File: src/rtl/regfile_write_arbiter_pkg.sv
// rtl/regfile_write_arbiter_pkg.sv - shared encodings and size defaults for the register file write path
//
// Purpose: state encoding of the write-port sequencer and the register file
// geometry defaults shared with the register file and its address decoder.
package regfile_write_arbiter_pkg;

  // Sequencer state: INIT zero-fills every register, RUN serves requesters.
  typedef enum logic {
    ST_INIT = 1'b0,
    ST_RUN  = 1'b1
  } state_e;

  // Register file geometry; DEF_NUM_REGS must equal 2**DEF_ADDR_W.
  localparam int DEF_WIDTH    = 32;
  localparam int DEF_ADDR_W   = 5;
  localparam int DEF_NUM_REGS = 32;

endpackage

File: src/rtl/regfile_write_arbiter_rr_arbiter2.sv
// rtl/regfile_write_arbiter_rr_arbiter2.sv - stateless two-way round-robin grant
//
// Purpose: picks one of two requesters. A lone requester always wins; when
// both request, the port that did not win last time is granted.
// Ports:
//   valid0, valid1 : request lines
//   last           : port granted on the most recent transfer (held by parent)
//   grant0, grant1 : one-hot (or zero) grant, purely combinational
module rr_arbiter2 (
  input  logic valid0,
  input  logic valid1,
  input  logic last,
  output logic grant0,
  output logic grant1
);

  // With both valid, last=1 favours port 0 and last=0 favours port 1.
  assign grant0 = valid0 & (~valid1 | last);
  assign grant1 = valid1 & (~valid0 | ~last);

endmodule

File: src/rtl/regfile_write_arbiter.sv
// rtl/regfile_write_arbiter.sv - zero-fill sequencer and round-robin arbiter for the register file write port
//
// Purpose: after reset or a clear request, writes zero to every register in
// address order; afterwards shares the single write port between the ALU
// writeback (port 0) and memory load (port 1) using valid/ready handshakes.
// Ports:
//   clk, rst_n            : clock and asynchronous active-low reset
//   clear                 : restart the zero-fill sequence
//   valid0/addr0/data0    : ALU writeback request
//   valid1/addr1/data1    : memory load request
//   ready0, ready1        : combinational grants; transfer on valid && ready
//   regwrite/waddr/wdata  : registered write command to the register file
//   init_done             : registered, high once the zero-fill has completed
module regfile_write_arbiter
  import regfile_write_arbiter_pkg::*;
#(
  parameter int WIDTH    = DEF_WIDTH,
  parameter int ADDR_W   = DEF_ADDR_W,
  parameter int NUM_REGS = DEF_NUM_REGS
) (
  input  logic              clk,
  input  logic              rst_n,
  input  logic              clear,
  input  logic              valid0,
  input  logic [ADDR_W-1:0] addr0,
  input  logic [WIDTH-1:0]  data0,
  input  logic              valid1,
  input  logic [ADDR_W-1:0] addr1,
  input  logic [WIDTH-1:0]  data1,
  output logic              ready0,
  output logic              ready1,
  output logic              regwrite,
  output logic [ADDR_W-1:0] waddr,
  output logic [WIDTH-1:0]  wdata,
  output logic              init_done
);

  localparam logic [ADDR_W-1:0] LAST_ADDR = ADDR_W'(NUM_REGS - 1);

  state_e            state, state_d;
  logic [ADDR_W-1:0] cnt, cnt_d;
  logic              last, last_d;
  logic              regwrite_d;
  logic [ADDR_W-1:0] waddr_d;
  logic [WIDTH-1:0]  wdata_d;
  logic              init_done_d;

  logic grant0, grant1;
  logic acc0, acc1;

  rr_arbiter2 u_rr (
    .valid0 (valid0),
    .valid1 (valid1),
    .last   (last),
    .grant0 (grant0),
    .grant1 (grant1)
  );

  // clear suppresses ready so nothing is accepted on the edge that restarts
  // the walk; the requester simply keeps valid up and is served later.
  assign ready0 = (state == ST_RUN) && !clear && grant0;
  assign ready1 = (state == ST_RUN) && !clear && grant1;

  assign acc0 = valid0 & ready0;
  assign acc1 = valid1 & ready1;

  always_ff @(posedge clk or negedge rst_n) begin
    if (!rst_n) begin
      state     <= ST_INIT;
      cnt       <= '0;
      last      <= 1'b1;  // port 0 wins the first contested grant
      regwrite  <= 1'b0;
      waddr     <= '0;
      wdata     <= '0;
      init_done <= 1'b0;
    end else begin
      state     <= state_d;
      cnt       <= cnt_d;
      last      <= last_d;
      regwrite  <= regwrite_d;
      waddr     <= waddr_d;
      wdata     <= wdata_d;
      init_done <= init_done_d;
    end
  end

  always_comb begin
    state_d     = state;
    cnt_d       = cnt;
    last_d      = last;
    regwrite_d  = 1'b0;
    waddr_d     = waddr;
    wdata_d     = wdata;
    init_done_d = init_done;

    unique case (state)
      ST_INIT: begin
        if (clear) begin
          // Restart the walk; no write is issued on this edge.
          cnt_d       = '0;
          init_done_d = 1'b0;
        end else begin
          regwrite_d = 1'b1;
          waddr_d    = cnt;
          wdata_d    = '0;
          cnt_d      = cnt + 1'b1;
          if (cnt == LAST_ADDR) begin
            state_d     = ST_RUN;
            init_done_d = 1'b1;
          end
        end
      end

      ST_RUN: begin
        if (clear) begin
          state_d     = ST_INIT;
          cnt_d       = '0;
          init_done_d = 1'b0;
        end else if (acc0) begin
          // Register 0 is hardwired zero: accept the request but drop the write.
          regwrite_d = (addr0 != '0);
          waddr_d    = addr0;
          wdata_d    = data0;
          last_d     = 1'b0;
        end else if (acc1) begin
          regwrite_d = (addr1 != '0);
          waddr_d    = addr1;
          wdata_d    = data1;
          last_d     = 1'b1;
        end
      end

      default: begin
        state_d = ST_INIT;
        cnt_d   = '0;
      end
    endcase
  end

endmodule

File: config.mk
export PLATFORM = sky130hd
export DESIGN_NAME = regfile_write_arbiter
export DESIGN_NICKNAME = d
export VERILOG_FILES = /design/src/rtl/regfile_write_arbiter_pkg.sv /design/src/rtl/regfile_write_arbiter_rr_arbiter2.sv /design/src/rtl/regfile_write_arbiter.sv
export SDC_FILE = /design/constraint.sdc
export NUM_CORES = 1
export LEC_CHECK = 0
export ABC_AREA = 1
export BUFFER_PORTS_ARGS = -buffer_cell sky130_fd_sc_hd__buf_2
export CAP_MARGIN = 20
export CORE_AREA = 2 2 82 84
export CTS_BUF_LIST = sky130_fd_sc_hd__clkbuf_16
export DETAILED_ROUTE_END_ITERATION = 16
export DIE_AREA = 0 0 84 86
export GPL_TIMING_DRIVEN = 0
export PLACE_DENSITY_LB_ADDON = 0.05
export SYNTH_ARGS = -nofsm -noshare
export SYNTH_HDL_FRONTEND = slang
export SYNTH_HIERARCHICAL = 1
export SYNTH_SLANG_ARGS = --single-unit
export TNS_END_PERCENT = 30
File: constraint.sdc
create_clock -name clk -period 2.2 [get_ports clk]
set_input_delay 0.33 -clock clk [delete_from_list [all_inputs] [get_ports clk]]
set_output_delay 0.33 -clock clk [all_outputs]
set_load 0.01 [all_outputs]
==> flow_metrics.env <==
export IMPL_synthCells=327
export IMPL_period_share=0.7864
export IMPL_grt_pass1_vias=2473
export IMPL_grt_overflow_total=0
export IMPL_seq_area_um2=1152
export IMPL_end_kind="primary output"
export IMPL_grt_pass1_wl_um=10980
export IMPL_syn_nets=408
export IMPL_port_buffers=119
export IMPL_worstPathMaxFanout=3
export IMPL_track_usage=0.1889
export IMPL_cts_tree="yes"
export IMPL_ir_drop_mv=0.4367
export IMPL_diodes=0
export IMPL_synth_area_leaders="dfrtp_1, o21ai_1, nand2_1"
export IMPL_synth_distinct_cells=27
export IMPL_gp_congestion=0.8376
export IMPL_synth_area_um2=2495
export IMPL_required_ns=1.87
export IMPL_fp_dieH_um=86
export IMPL_hold_ws_ns=-0.01178
export IMPL_cts_repair_resized=0
export IMPL_post_route_util=0.5368
export IMPL_firstDrtPassIters=4
export IMPL_setup_viol=0
export IMPL_maxSlewHeadroom=0.6774
export IMPL_path_class="reg2out"
export IMPL_cts_buffers=5
export IMPL_drv_slew=0
export IMPL_violations="hold timing"
export IMPL_power_density_nw_per_um2=570.9
export IMPL_cap_violations=0
export IMPL_coreArea_um2=6277
export IMPL_post_drt_wl_per_cell_um=12.55
export IMPL_period_needed_ns=1.730
export IMPL_synth_top_area_share=0.4514
export IMPL_num_vias=2494
export IMPL_hold_buffers=0
export IMPL_drc=0
export IMPL_cts_root_buf="clkbuf_16"
export IMPL_clock_latency_ns=0.28
export IMPL_io_pins=120
export IMPL_cts_buffer_depth=2
export IMPL_p_total_mw=1.924
export IMPL_synthArstFlopShare=1.000
export IMPL_synth_flop_cell="dfrtp_1"
export IMPL_leakage_nw=2.003
export IMPL_cts_sinks=46
export IMPL_die_area_um2=7224
export IMPL_initial_utilization=0.3974
export IMPL_grt_max_degree=47
export IMPL_synth_edf_count=0
export IMPL_post_cts_buffers=0
export IMPL_antenna_found_initial=0
export IMPL_final_cell_area_um2=3369
export IMPL_clkTransAtPathRegs_ns=0.06
export IMPL_rsz0062_at_grt="no"
export IMPL_finalSetupTns_ns=0
export IMPL_post_place_ws_ns=0.4942
export IMPL_yosysTopAreaCell="dfrtp_1"
export IMPL_finalNonFillerCells=532
export IMPL_hold_viol=17
export IMPL_final_layout_size_suffix_gt1_frac=0.3341
export IMPL_critical_path_arrival_ns=1.40
export IMPL_areaGrowthSynthToFinish_pct=35.06
export IMPL_htreeDepth=2
export IMPL_via_per_inst=4.688
export IMPL_hpwl_um=4900
export IMPL_ys_ff_latch=46
export IMPL_synth_seq_area_share=0.4619
export IMPL_yosysWarnings=6
export IMPL_skew_ns=0.004445
export IMPL_max_clock_freq_mhz=578.0
export IMPL_fin_nets=535
export IMPL_fin_ws_ns=0.4699
export IMPL_tightest_slew_ns=0.4839
export IMPL_drt_iter0_drc=61
export IMPL_dpl_instance_area_um2=3187
export IMPL_worstHoldPathType="in2async"
export IMPL_routed_wl_um=6676
export IMPL_place_inst=523
export IMPL_status="finished, violations left"
export IMPL_fillers=642
export IMPL_num_rows=29
export IMPL_start_kind="flop"
export IMPL_ant_nets=0
export IMPL_syn_area_per_cell_um2=7.630
export IMPL_fp_dieW_um=84
export IMPL_multi_input_area_um2=1015
power breakdown:
group | leakage, nW | internal (mW) | switching, mW
combinational | 1.29 | 0.0977 | 0.110
sequential | 0.626 | 0.863 | 0.0118
clock | 0.0864 | 0.528 | 0.313
total | 2.00 | 1.49 | 0.435
synthesized netlist by cell type, types with 2 or more instances:
master	instances
inv_1	46
nand3_1	37
nand2_1	60
o21ai_1	46
buf_4	4
nand2_2	2
inv_2	3
nor2_1	33
buf_6	7
buf_2	4
dfrtp_1	45
clkbuf_1	4
nor3_1	2
ha_1	2
o21ai_0	20
flip-flops by register name, indices dropped and copies added, names as in the netlist:
name	count
wdata	32
init_done	1
waddr	5
state	1
regwrite	1
last	1
cnt	5
layer usage:
metal | wire (µm) | GRT usage
met3 | 423 | 0.04716
met1 | 2914 | 0.2223
met5 | 0 | 0
met2 | 3290 | 0.3455
met4 | 48 | 0.04839
cells in the final DEF, fill, tap and decap left out, drive strengths merged:
master / netlist / layout
ha: 2 / 2
o22ai: 1 / 1
a21oi: 2 / 2
dfrtp: 45 / 45
a31oi: 1 / 1
nand3: 38 / 38
nand4: 3 / 3
xnor2: 1 / 1
nor4: 1 / 1
dfstp: 1 / 1
nand2: 62 / 62
nor3: 2 / 2
nor2: 33 / 33
a21boi: 1 / 1
bufinv: 0 / 1
inv: 49 / 51
o21ai: 66 / 66
buf: 15 / 135
clkbuf: 4 / 9
logic make-up (layout without fill, tap and decap cells):
| group | count (synthesis) | count (layout) | synth area share |
|---|---|---|---|
| buffers and inverters | 68 | 196 | 0.1314 |
| adder cells (fa/ha/maj) | 2 | 2 | 0.01003 |
| AND/OR/NAND/NOR | 139 | 139 | 0.2457 |
| flip-flops | 46 | 46 | 0.4619 |
| AO/OA/AOI/OAI | 71 | 71 | 0.1474 |
| XOR/XNOR | 1 | 1 | 0.003511 |
worst max-delay path: stages (launching register included):
cell	delay, ns
dfstp_2	0.55
inv_1	0.05
a21oi_2	0.19
inv_1	0.07
nor2_1	0.12
buf_2	0.14
worst paths after layout:
kind	startpoint	to	slack [ns]	cells past startpoint
worst max register to register	last	wdata[24]	0.50	9
worst max-delay path	last	ready0	0.47	5
worst min register to register	last	last	0.48	2
max in group asynchronous	rst_n	last	1.63	2
min in group clk	clear	state	0.27	2
worst min-delay path	rst_n	waddr[0]	-0.01	1
layout make-up:
cell class              count  area share
inverters                  49     0.05459
clock buffers               5     0.03713
plain buffers              19     0.04270
clock inverters             3     0.01114
repair buffers            120      0.1827
multi-input cells         213      0.3012
well taps                  77     0.02859
flip-flops and latches     46      0.3420
Note: power is estimated with default switching activity, not from simulation.
